[config.mk]
export PLATFORM = sky130hd
export DESIGN_NAME = m16_sat_sub_acc
export DESIGN_NICKNAME = d
export VERILOG_FILES = /design/src/rtl/m16_sat_sub_acc.sv
export SDC_FILE = /design/constraint.sdc
export NUM_CORES = 1
export LEC_CHECK = 0
export ABC_AREA = 1
export BUFFER_PORTS_ARGS = -buffer_cell sky130_fd_sc_hd__buf_2
export CORE_MARGIN = 2
export CORE_UTILIZATION = 50
export DETAILED_ROUTE_END_ITERATION = 6
export PLACE_DENSITY = 0.81
export REMOVE_ABC_BUFFERS = 1
export SYNTH_ARGS = -nofsm -noshare
export SYNTH_HDL_FRONTEND = slang
export SYNTH_SLANG_ARGS = --single-unit
[constraint.sdc]
create_clock -name clk -period 2.5 [get_ports clk]
set_clock_uncertainty 0.2 [all_clocks]
set_input_delay 0.125 -clock clk [delete_from_list [all_inputs] [get_ports clk]]
set_output_delay 0.125 -clock clk [all_outputs]
set_load 0.005 [all_outputs]
[src/rtl/m16_sat_sub_acc.sv]
// Signed saturating subtract-accumulator: loads init_val, then subtracts len streamed operands, clamping every step.
// Latency: in_ready one cycle after start; out_valid one cycle after the last accepted beat (or after start when len==0).
// Backpressure: operands accepted only in RUN; result/out_valid hold in DONE until out_ready.
module m16_sat_sub_acc #(
    parameter int WIDTH = 16,
    parameter int CNT_W = 8
) (
    input  logic             clk,
    input  logic             rst_n,
    input  logic             start,
    input  logic [WIDTH-1:0] init_val,
    input  logic [CNT_W-1:0] len,
    input  logic             in_valid,
    output logic             in_ready,
    input  logic [WIDTH-1:0] in_data,
    output logic             out_valid,
    input  logic             out_ready,
    output logic [WIDTH-1:0] result,
    output logic             sat_flag,
    output logic             busy
);

    typedef enum logic [1:0] {
        IDLE = 2'd0,
        RUN  = 2'd1,
        DONE = 2'd2
    } state_t;

    localparam logic [WIDTH-1:0] MAX_POS = {1'b0, {(WIDTH-1){1'b1}}};
    localparam logic [WIDTH-1:0] MAX_NEG = {1'b1, {(WIDTH-1){1'b0}}};

    state_t           state_q, state_d;
    logic [WIDTH-1:0] acc_q, acc_d;
    logic [WIDTH-1:0] res_q, res_d;
    logic [CNT_W-1:0] cnt_q, cnt_d;
    logic             sat_q, sat_d;
    logic [WIDTH:0]   diff;
    logic [WIDTH-1:0] step_val;
    logic             step_sat;
    logic             beat;

    // in_ready is a pure decode of state, so a beat is simply in_valid while in RUN
    assign beat = (state_q == RUN) && in_valid;
    assign diff = {acc_q[WIDTH-1], acc_q} - {in_data[WIDTH-1], in_data};

    always_comb begin
        step_sat = (diff[WIDTH] != diff[WIDTH-1]);
        step_val = diff[WIDTH-1:0];
        if (step_sat) begin
            step_val = diff[WIDTH] ? MAX_NEG : MAX_POS;
        end
    end

    always_comb begin
        state_d = state_q;
        acc_d   = acc_q;
        cnt_d   = cnt_q;
        sat_d   = sat_q;
        res_d   = res_q;
        case (state_q)
            IDLE: begin
                if (start) begin
                    acc_d = init_val;
                    cnt_d = len;
                    sat_d = 1'b0;
                    if (len == '0) begin
                        res_d   = init_val;
                        state_d = DONE;
                    end else begin
                        state_d = RUN;
                    end
                end
            end
            RUN: begin
                if (beat) begin
                    acc_d = step_val;
                    cnt_d = cnt_q - 1'b1;
                    sat_d = sat_q | step_sat;
                    if (cnt_q == CNT_W'(1)) begin
                        res_d   = step_val;
                        state_d = DONE;
                    end
                end
            end
            DONE: begin
                if (out_ready) begin
                    state_d = IDLE;
                end
            end
            default: state_d = IDLE;
        endcase
    end

    always_ff @(posedge clk or negedge rst_n) begin
        if (!rst_n) begin
            state_q <= IDLE;
            acc_q   <= '0;
            cnt_q   <= '0;
            sat_q   <= 1'b0;
            res_q   <= '0;
        end else begin
            state_q <= state_d;
            acc_q   <= acc_d;
            cnt_q   <= cnt_d;
            sat_q   <= sat_d;
            res_q   <= res_d;
        end
    end

    assign in_ready  = (state_q == RUN);
    assign out_valid = (state_q == DONE);
    assign busy      = (state_q != IDLE);
    assign result    = res_q;
    assign sat_flag  = sat_q;

endmodule

# ---- Word level (Yosys, flattened, before mapping)
# Cells that the tools add are included.
dict set report totals {
  reg_bits 43
  input_bits 45
  output_inout_bits 20
  elab_cells 47
}
dict set report classes {
  addsub 2
  n_eq_ne 9
  mux 22
  n_bitwise 1
  n_reduce_logical 8
}
# operator count
set op_table {}
lappend op_table {{2-to-1 mux 16 bit} 8}
lappend op_table {{one-hot mux 16 bit (2 select lines)} 2}
lappend op_table {{subtractor 16 x 16 -> 17 bit} 1}
lappend op_table {{2-to-1 mux 8 bit} 2}
lappend op_table {{one-hot mux 8 bit (2 select lines)} 1}
lappend op_table {{2-to-1 mux 2 bit} 5}
lappend op_table {{equality test 8 x 1 -> 1 bit, second input constant} 1}
lappend op_table {{logical NOT 8 bit} 1}
lappend op_table {{subtractor 8 x 1 -> 8 bit, second input constant} 1}
lappend op_table {{inequality test 2 x 1 -> 1 bit, second input constant} 3}
lappend op_table {{one-hot mux 2 bit (3 select lines)} 1}
lappend op_table {{AND reduction 5 bit} 1}
lappend op_table {{inequality test 2 bit, second input constant} 2}
lappend op_table {{AND reduction 4 bit} 1}
lappend op_table {{nonzero test 2 bit} 2}
lappend op_table {{AND reduction 3 bit} 1}
lappend op_table {{equality test 2 x 1 -> 1 bit, second input constant} 1}
lappend op_table {{equality test 2 bit, second input constant} 1}
lappend op_table {{logical NOT 2 bit} 1}
lappend op_table {{2-to-1 mux 1 bit} 2}
lappend op_table {{one-hot mux 1 bit (2 select lines)} 1}
lappend op_table {{logical AND 1 bit} 1}
lappend op_table {{inequality test 1 bit} 1}
lappend op_table {{bitwise OR 1 bit} 1}

# ---- Longest topological paths before layout
# Gate-level depths: netlist (run 1).
dict set report logic_depth {
  ltp_word 6
  mapped_depth 18
  depth_no_buf 18
}

# ---- Least setup slack after synthesis (run 1)
# Ideal clock, no wire load.
dict set report synth_path {
  kind {flip-flop to flip-flop}
  from {register acc_q[0]}
  to {register res_q[3] (netlist: result[3])}
  setup_time_ns 0.118
  arrival_time_ns 2.002
  setup_slack_ns 0.180
  path_stages_with_launch 19
  path_buffers 0
  period_less_slack_ns 2.320
  cell_sequence {dfrtp_1 > inv_1 > ha_1 > inv_1 > fa_1 > nand2_1 > nand2_1 > nand3_1 > nand2_1 > nand2_1 > nand2_1 > nand2_1 > nand2_1 > nand2_1 > nand2_1 > inv_2 > nand2_1 > nand3_1 > nand2_1}
}
dict set report synth_via {
  elab_chain_cells 6
  word_cells_on_any_way 7
  classes_between {add/sub: 1; eq/ne: 1; mux: 5}
}
# element line_no
set synth_lines {}
lappend synth_lines {{from (decl)} 33} ;# logic [WIDTH-1:0] acc_q, acc_d;
lappend synth_lines {{from (signal assigned)} 97} ;# acc_q <= '0;
lappend synth_lines {{from (signal assigned)} 103} ;# acc_q <= acc_d;
lappend synth_lines {{subtractor 16 x 16 -> 17 bit *} 44} ;# assign diff = {acc_q[WIDTH-1], acc_q} - {in_data[WIDTH-1], in_data};
lappend synth_lines {{2-to-1 mux 16 bit / inequality test 1 bit (equally long branches)} {50, 47}}
lappend synth_lines {{2-to-1 mux 16 bit *} 49} ;# if (step_sat) begin
lappend synth_lines {{2-to-1 mux 16 bit *} 79} ;# if (cnt_q == CNT_W'(1)) begin
lappend synth_lines {{2-to-1 mux 16 bit *} 75} ;# if (beat) begin
lappend synth_lines {{one-hot mux 16 bit (2 select lines) *} 60} ;# case (state_q)
lappend synth_lines {{to (signal assigned)} 106} ;# res_q <= res_d;
lappend synth_lines {{to (decl)} 34} ;# logic [WIDTH-1:0] res_q, res_d;
# Every way passes the cells marked *; elsewhere a longest branch is shown, timed or not. The select of a mux whose other input is x is not followed.
# A chain may end at the register's enable or synchronous reset.

# ---- Final worst setup path (run 1)
dict set report layout_path {
  from {register acc_q[15]}
  to {register acc_q[6]}
}
dict set report layout_via {
  elab_chain_cells 5
  word_cells_on_any_way 6
  classes_between {add/sub: 1; eq/ne: 1; mux: 4}
}
# element line_no
set layout_lines {}
lappend layout_lines {{subtractor 16 x 16 -> 17 bit *} 44}
lappend layout_lines {{2-to-1 mux 16 bit / inequality test 1 bit (equally long branches)} {50, 47}}
lappend layout_lines {{2-to-1 mux 16 bit *} 49}
lappend layout_lines {{2-to-1 mux 16 bit *} 75}
lappend layout_lines {{one-hot mux 16 bit (2 select lines) *} 60}
# Marked as above.

==> results of run 1 <==
[cells in the final DEF, fill, tap and decap left out, types with 4 or more instances in the layout]
| cell type | Yosys | final |
|---|---|---|
| nand2_1 | 184 | 165 |
| buf_2 | 5 | 64 |
| inv_1 | 51 | 50 |
| dfrtp_1 | 43 | 43 |
| nand3_1 | 38 | 32 |
| dlygate4sd3_1 | 0 | 25 |
| nor2_1 | 22 | 22 |
| nand2_2 | 1 | 18 |
| o21ai_0 | 18 | 17 |
| a21oi_1 | 19 | 16 |
| ha_1 | 18 | 13 |
| or2_2 | 11 | 11 |
| buf_4 | 2 | 11 |
| xor2_1 | 8 | 8 |
| nand3_2 | 0 | 6 |
| clkbuf_8 | 0 | 6 |
| inv_2 | 4 | 4 |
| o211ai_1 | 4 | 4 |
[cells in the mapped netlist (4+ instances only)]
cell,count,area [um^2]
nand2_1,184,691
inv_1,51,191
dfrtp_1,43,1080
nand3_1,38,190
nor2_1,22,82.6
a21oi_1,19,95.1
ha_1,18,225
o21ai_0,18,90.1
or2_2,11,68.8
xor2_1,8,70.1
buf_2,5,25.0
inv_2,4,15.0
nor3_1,4,20.0
o211ai_1,4,30.0
[metrics by stage]
stage,instances,instance area (um^2)
after detailed placement,601,3560
after global placement,601,3560
after CTS,636,3980
final,639,4120
after global routing,639,4120
after floorplan,453,3080
[registers in the layout (all words and copies together), names as in the netlist]
name	count
cnt_q	8
state_q	2
sat_flag	1
acc_q	16
result	16
[power groups by stage]
stage          combinational [mW]  clock [mW]  sequential [mW]
6_report                     4.07       0.577             1.30
5_1_grt                      4.52       0.611             1.34
4_1_cts                      3.67       0.586             1.28
3_5_place_dp                 3.44           0             1.28
3_3_place_gp                 3.33           0             1.27
2_1_floorplan                2.48           0             1.26
[final cells by class]
class / instances / area (um^2)
inverters: 57 / 221
well taps: 75 / 93.8
clock buffers: 6 / 82.6
fillers: 472 / 1870
multi-input cells: 354 / 1940
flip-flops and latches: 43 / 1080
repair inverters: 1 / 7.51
repair buffers: 101 / 664
clock inverters: 2 / 35.0
[timing repair]
| item | 4_1_cts | 5_1_grt |
|---|---|---|
| gates resized for setup | 13 | 29 |
| cloned | 1 | 1 |
| endpoints found under the hold margin | 58 | 0 |
| setup endpoints to repair | 28 | 33 |
| setup buffers | 1 | 2 |
| hold buffers | 25 | 0 |
| pin swaps | 2 | 12 |
[kinds of logic after synthesis]
group                      synth area share (%)
AOI/OAI and AO/OA                          9.14
DFF                                        34.2
xor gates and xnor gates                   3.06
adders and majority gates                  7.79
buffers and inverters                      9.18
and+or+nand+nor                            36.6
[per-layer routing]
metal | wire (um) | GRT usage [%] | vias up | share of wire (%)
met5 | 0 | 0 | - | 0
met4 | 264 | 7.60 | 0 | 2.9
met3 | 631 | 3.68 | 36 | 6.9
met2 | 4360 | 41.8 | 156 | 48
met1 | 3910 | 32.6 | 1588 | 43
li1 | - | - | 1667 | -
[path summary, 6_finish.rpt]
| check | from | end | slack [ns] | depth (start not counted) |
|---|---|---|---|---|
| setup / recovery | acc_q[15] | acc_q[6] | -0.04 | 14 |
| min in group asynchronous | rst_n | result[3] | 0.12 | 2 |
| setup reg to reg | acc_q[15] | acc_q[6] | -0.04 | 14 |
| max in group asynchronous | rst_n | acc_q[14] | 1.29 | 3 |
| hold / removal | init_val[13] | result[13] | 0.003 | 5 |
| hold reg to reg | result[7] | result[7] | 0.29 | 2 |
[worst max-delay path, cell delays in order (launching register included)]
cell and delay (ns):
dfrtp_1 0.39, ha_1 0.40, nand2_1 0.11, nor2_1 0.20, and2_1 0.18, nand2_2 0.07, nand2_1 0.09, nand2_1 0.07
nand2_2 0.08, nand2_2 0.07, nand2_4 0.12, clkinvlp_4 0.22, nand2_2 0.16, nand3_2 0.06, nand2_1 0.08
==> metrics.txt, run 1 <==
status=finished, violations left; failing checks=negative setup slack; Power, Total=slightly below 6 mW; routed vias/inst=5.39; Rel. slew slack=66.4%; sequential power share=21.9%; RSZ-0062 raised after global routing=true; CP startpoint kind=flip-flop; largest net degree at the start of global routing=29; Clock Tree Buf Depth=2; number of global-route vias before repair=3284; Final period util=102%; max_cap viols=0; synthesized cell area=3150 um^2; Via Count=about 3400; Clock Pin Slew Worst Setup and Hold Paths=0.08 ns; final hold violations=0; setup TNS=-0.151 ns; CP Max Fanout=7; Worst-Margin Slew=0.504 ns; Power per Cell Area=1440 nW/um^2; CTS tree=done; Net Sw Frac=around half; DIE AREA=6950 um^2; P_leak=around 2.3 nW; combinational share of power=68.4%; RD Place Congestion=0.953; Mapped Cells=464; GRT Overall Usage=24.7%; minimum clock period=between 2 and 3 ns; IO Pins=65; Root Buffer=clkbuf_8; Antenna diodes=0; TritonCTS buffer count=5; Arr. time, crit path=2.59 ns; Clk network pwr share=9.7%; CTS sink count=43; Initial DRC Count=~380; nets=627; # DRC=0; syn_area_per_cell=6.78 um^2; CP Capture Type=flip-flop; yosys warns=0; ys flop type=dfrtp_1; sw power=3.03 mW; WS Path Type=reg2reg; die height=83.3 um; #FFs+latches synth=43; clk_lat worst skew=~0.3 ns; Yosys cell types=34; Max VDD drop=0.896 mV; Internal=2.92 mW; Initial Util=52.5%; DP Worst Slack=-0.139 ns; hold_ws=0.00297 ns; first-pass GRT wire length=14.3 mm; Detailed Place HPWL=5.94 mm; routed len/inst=14.4 um; number of synthesized flops with an enable pin=0; Area Growth Syn to Fin=31.0%; fmax=393 MHz; FP Rows=28; Slew Limit Fails=0; total wire length=9.17 mm; IO Port Bufs=64; asr flop ratio synth=between 90% and 100%; initial antenna violation count=0; ratio of cells with drive above 1 in the final layout=25.9%; DRT Pass-1 Iters=5; Core Util, Final=68.8%; post-synthesis sequential area ratio=approximately a third; Die W=83.3 um; setup violators final=9; CP required=2.55 ns; Post-DRT Antenna Nets=0; Clock H-tree levels=2; Core ar.=5990 um^2; HP Class=in2reg; Final WS setup=-0.0422 ns; grt ovf=0
Power figures use the tool's default switching activity.
==> run 2: changes to the inputs <==
--- a/config.mk
+++ b/config.mk
@@ -7,10 +7,13 @@
 export LEC_CHECK = 0
 export ABC_AREA = 1
 export BUFFER_PORTS_ARGS = -buffer_cell sky130_fd_sc_hd__buf_2
+export CELL_PAD_IN_SITES_DETAIL_PLACEMENT = 0
+export CELL_PAD_IN_SITES_GLOBAL_PLACEMENT = 2
 export CORE_MARGIN = 2
-export CORE_UTILIZATION = 50
+export CORE_UTILIZATION = 27
 export DETAILED_ROUTE_END_ITERATION = 6
-export PLACE_DENSITY = 0.81
+export MAX_ROUTING_LAYER = met4
+export PLACE_DENSITY = 0.8
 export REMOVE_ABC_BUFFERS = 1
 export SYNTH_ARGS = -nofsm -noshare
 export SYNTH_HDL_FRONTEND = slang
==> run 2 against run 1 <==
The run now ends clean; combinational power up 3%; core utilization down 31 points; total power up 3.2%; global-route usage down 8.6 points; clock power up 9.7%; first-iteration DRC count down 72%; die area up 81%; routed wire length up 4.9%; non-clock buffer count up 8; critical endpoint is now result[2]; largest power group unchanged.
==> metrics.txt, run 2 (synthesis gave the netlist of run 1 again) <==
status=completed; clk_lat worst skew=0.29 ns; Via Count=3256; Net Sw Frac=49.4%; dpl cells=676; slowest cell delay on critical path=around 0.4 ns; setup TNS=0 ns; Rel. slew slack=57.5%; final hold violations=0; CP Max Fanout=6; Final period util=between 90% and 100%; Root Buffer=clkbuf_16; CP max stage cell=dfrtp_1; number of global-route vias before repair=3337; first-pass GRT wire length=about 16 mm; fmax=409 MHz; Clock H-tree levels=2; CP startpoint kind=flip-flop; Max VDD drop=0.468 mV; initial antenna violation count=0; P_leak=roughly 2.4 nW; routed vias/inst=4.55; Clock Pin Slew Worst Setup and Hold Paths=0.06 ns; IO Port Bufs=64; final std cells w/o fill=approximately 700; max_cap viols=0; Internal=3.11 mW; Initial Util=27.6%; met1 wire length=4.66 mm; CTS sink count=43; grt ovf=0; largest net degree at the start of global routing=29; Post-DRT Antenna Nets=0; Hold Crit Depth=5; WS Path Type=reg2reg; combinational share of power=68.4%; TritonCTS buffer count=5; Worst-Margin Slew=0.637 ns; RD Place Congestion=around 0.83; Core ar.=11400 um^2; RSZ-0062 raised after global routing=true; Power per Cell Area=between 1000 and 1500 nW/um^2; setup violators final=0; commonest non-fill, non-tap cell in the layout=nand2_1; met3 routed WL=226 um; worst r2r path cells=17; most frequent cells in the layout=nand2_1 (163), buf_2 (64), inv_1 (49); Core Util, Final=a little under two fifths; Slew Limit Fails=0; Area Growth Syn to Fin=38.4%; DRT Pass-1 Iters=4; FP Rows=39; CP Cell Sequence=inv_2 > ha_4 > inv_2 > fa_2 > nand2_2 > nand2_2 > nand3_2 > nand2_2 > nand2_4 > nand3_2 > nand2_2 > nand2_2 > nand2_4 > clkinvlp_4 > nand2_2 > nand3_1 > nand2_1; CTS tree=done; Top cell by count, worst path=nand2_2; nets=635; ratio of cells with drive above 1 in the final layout=28.0%; highest routed layer=met4; met2 wire len=4.64 mm; # DRC=0; total wire length=9.63 mm; sequential power share=21.3%; Arr. time, crit path=2.47 ns; Clk network pwr share=10.3%; CP Capture Type=flip-flop; Power, Total=approximately 6.1 mW; r2r setup slk=0.05 ns; routed len/inst=13.5 um; DIE AREA=approximately 13000 um^2; GRT Overall Usage=approximately 16%; CP required=2.53 ns; Detailed Place HPWL=7.09 mm; Antenna diodes=0; HP Class=in2reg; Die W=112 um; Initial DRC Count=approximately 110; Clock Tree Buf Depth=2; die height=approximately 110 um; fill cell count=between 1000 and 1500; minimum clock period=between 2 and 2.5 ns; IO Pins=65; sw power=3.04 mW
-- run 2: worst max-delay path: cells and delay by family (launching register included) --
| family | cells | cell delay, ns |
|---|---|---|
| fa+ha+maj | 2 | 0.50 |
| flops | 1 | 0.39 |
| buf+inv | 3 | 0.31 |
| simple gates | 12 | 0.96 |
-- run 2: power by group through the flow --
stage	clock network [mW]	logic (mW)	registers, mW
after floorplan	0	2.48	1.26
after global placement	0	3.60	1.30
after detailed placement	0	3.61	1.30
after CTS	0.654	3.83	1.30
after global routing	0.675	4.82	1.35
final	0.633	4.20	1.31
-- run 2: per-stage QoR --
stage / area, um^2 / setup WS [ns] / hold WS (ns)
2_1_floorplan: 3080 / -0.318 / -0.371
3_3_place_gp: 3700 / -0.0835 / -0.0208
3_5_place_dp: 3700 / -0.196 / -0.00857
4_1_cts: 4130 / 0.00421 / 0.00939
5_1_grt: 4360 / -0.125 / 0.0542
6_report: 4360 / 0.0539 / 0.00663
-- run 2: per-layer routing --
layer | GRT usage [%] | vias to the layer above
met5 | - | -
met4 | 3.98 | 0
met3 | 1.85 | 6
met2 | 27.0 | 38
met1 | 20.8 | 1523
li1 | - | 1689
-- run 2: path summary, 6_finish.rpt --
kind / from / to
hold reg to reg: result[6] / result[6]
setup / recovery: acc_q[0] / result[2]
min in group asynchronous: rst_n / result[4]
max in group asynchronous: rst_n / result[13]
setup reg to reg: acc_q[0] / result[2]
hold / removal: init_val[14] / acc_q[14]
-- run 2: cell type report --
| cell class | instances | area (um^2) | area share (%) |
|---|---|---|---|
| multi-input cells | 354 | 2010 | 46.2 |
| inverters | 57 | 221 | 5.08 |
| repair buffers | 109 | 723 | 16.6 |
| clock buffers | 7 | 133 | 3.05 |
| flip-flops and latches | 43 | 1080 | 24.7 |
| clock inverters | 1 | 5.00 | 0.115 |
| well taps | 143 | 179 | 4.11 |
| repair inverters | 1 | 7.51 | 0.172 |
-- run 2: what timing repair did --
item	in CTS	in global routing
endpoints found under the setup margin	29	33
hold endpoints to repair	58	0
setup buffers	1	5
cloned	1	1
hold buffers	23	0
gates resized for setup	15	42
pin swaps	6	24
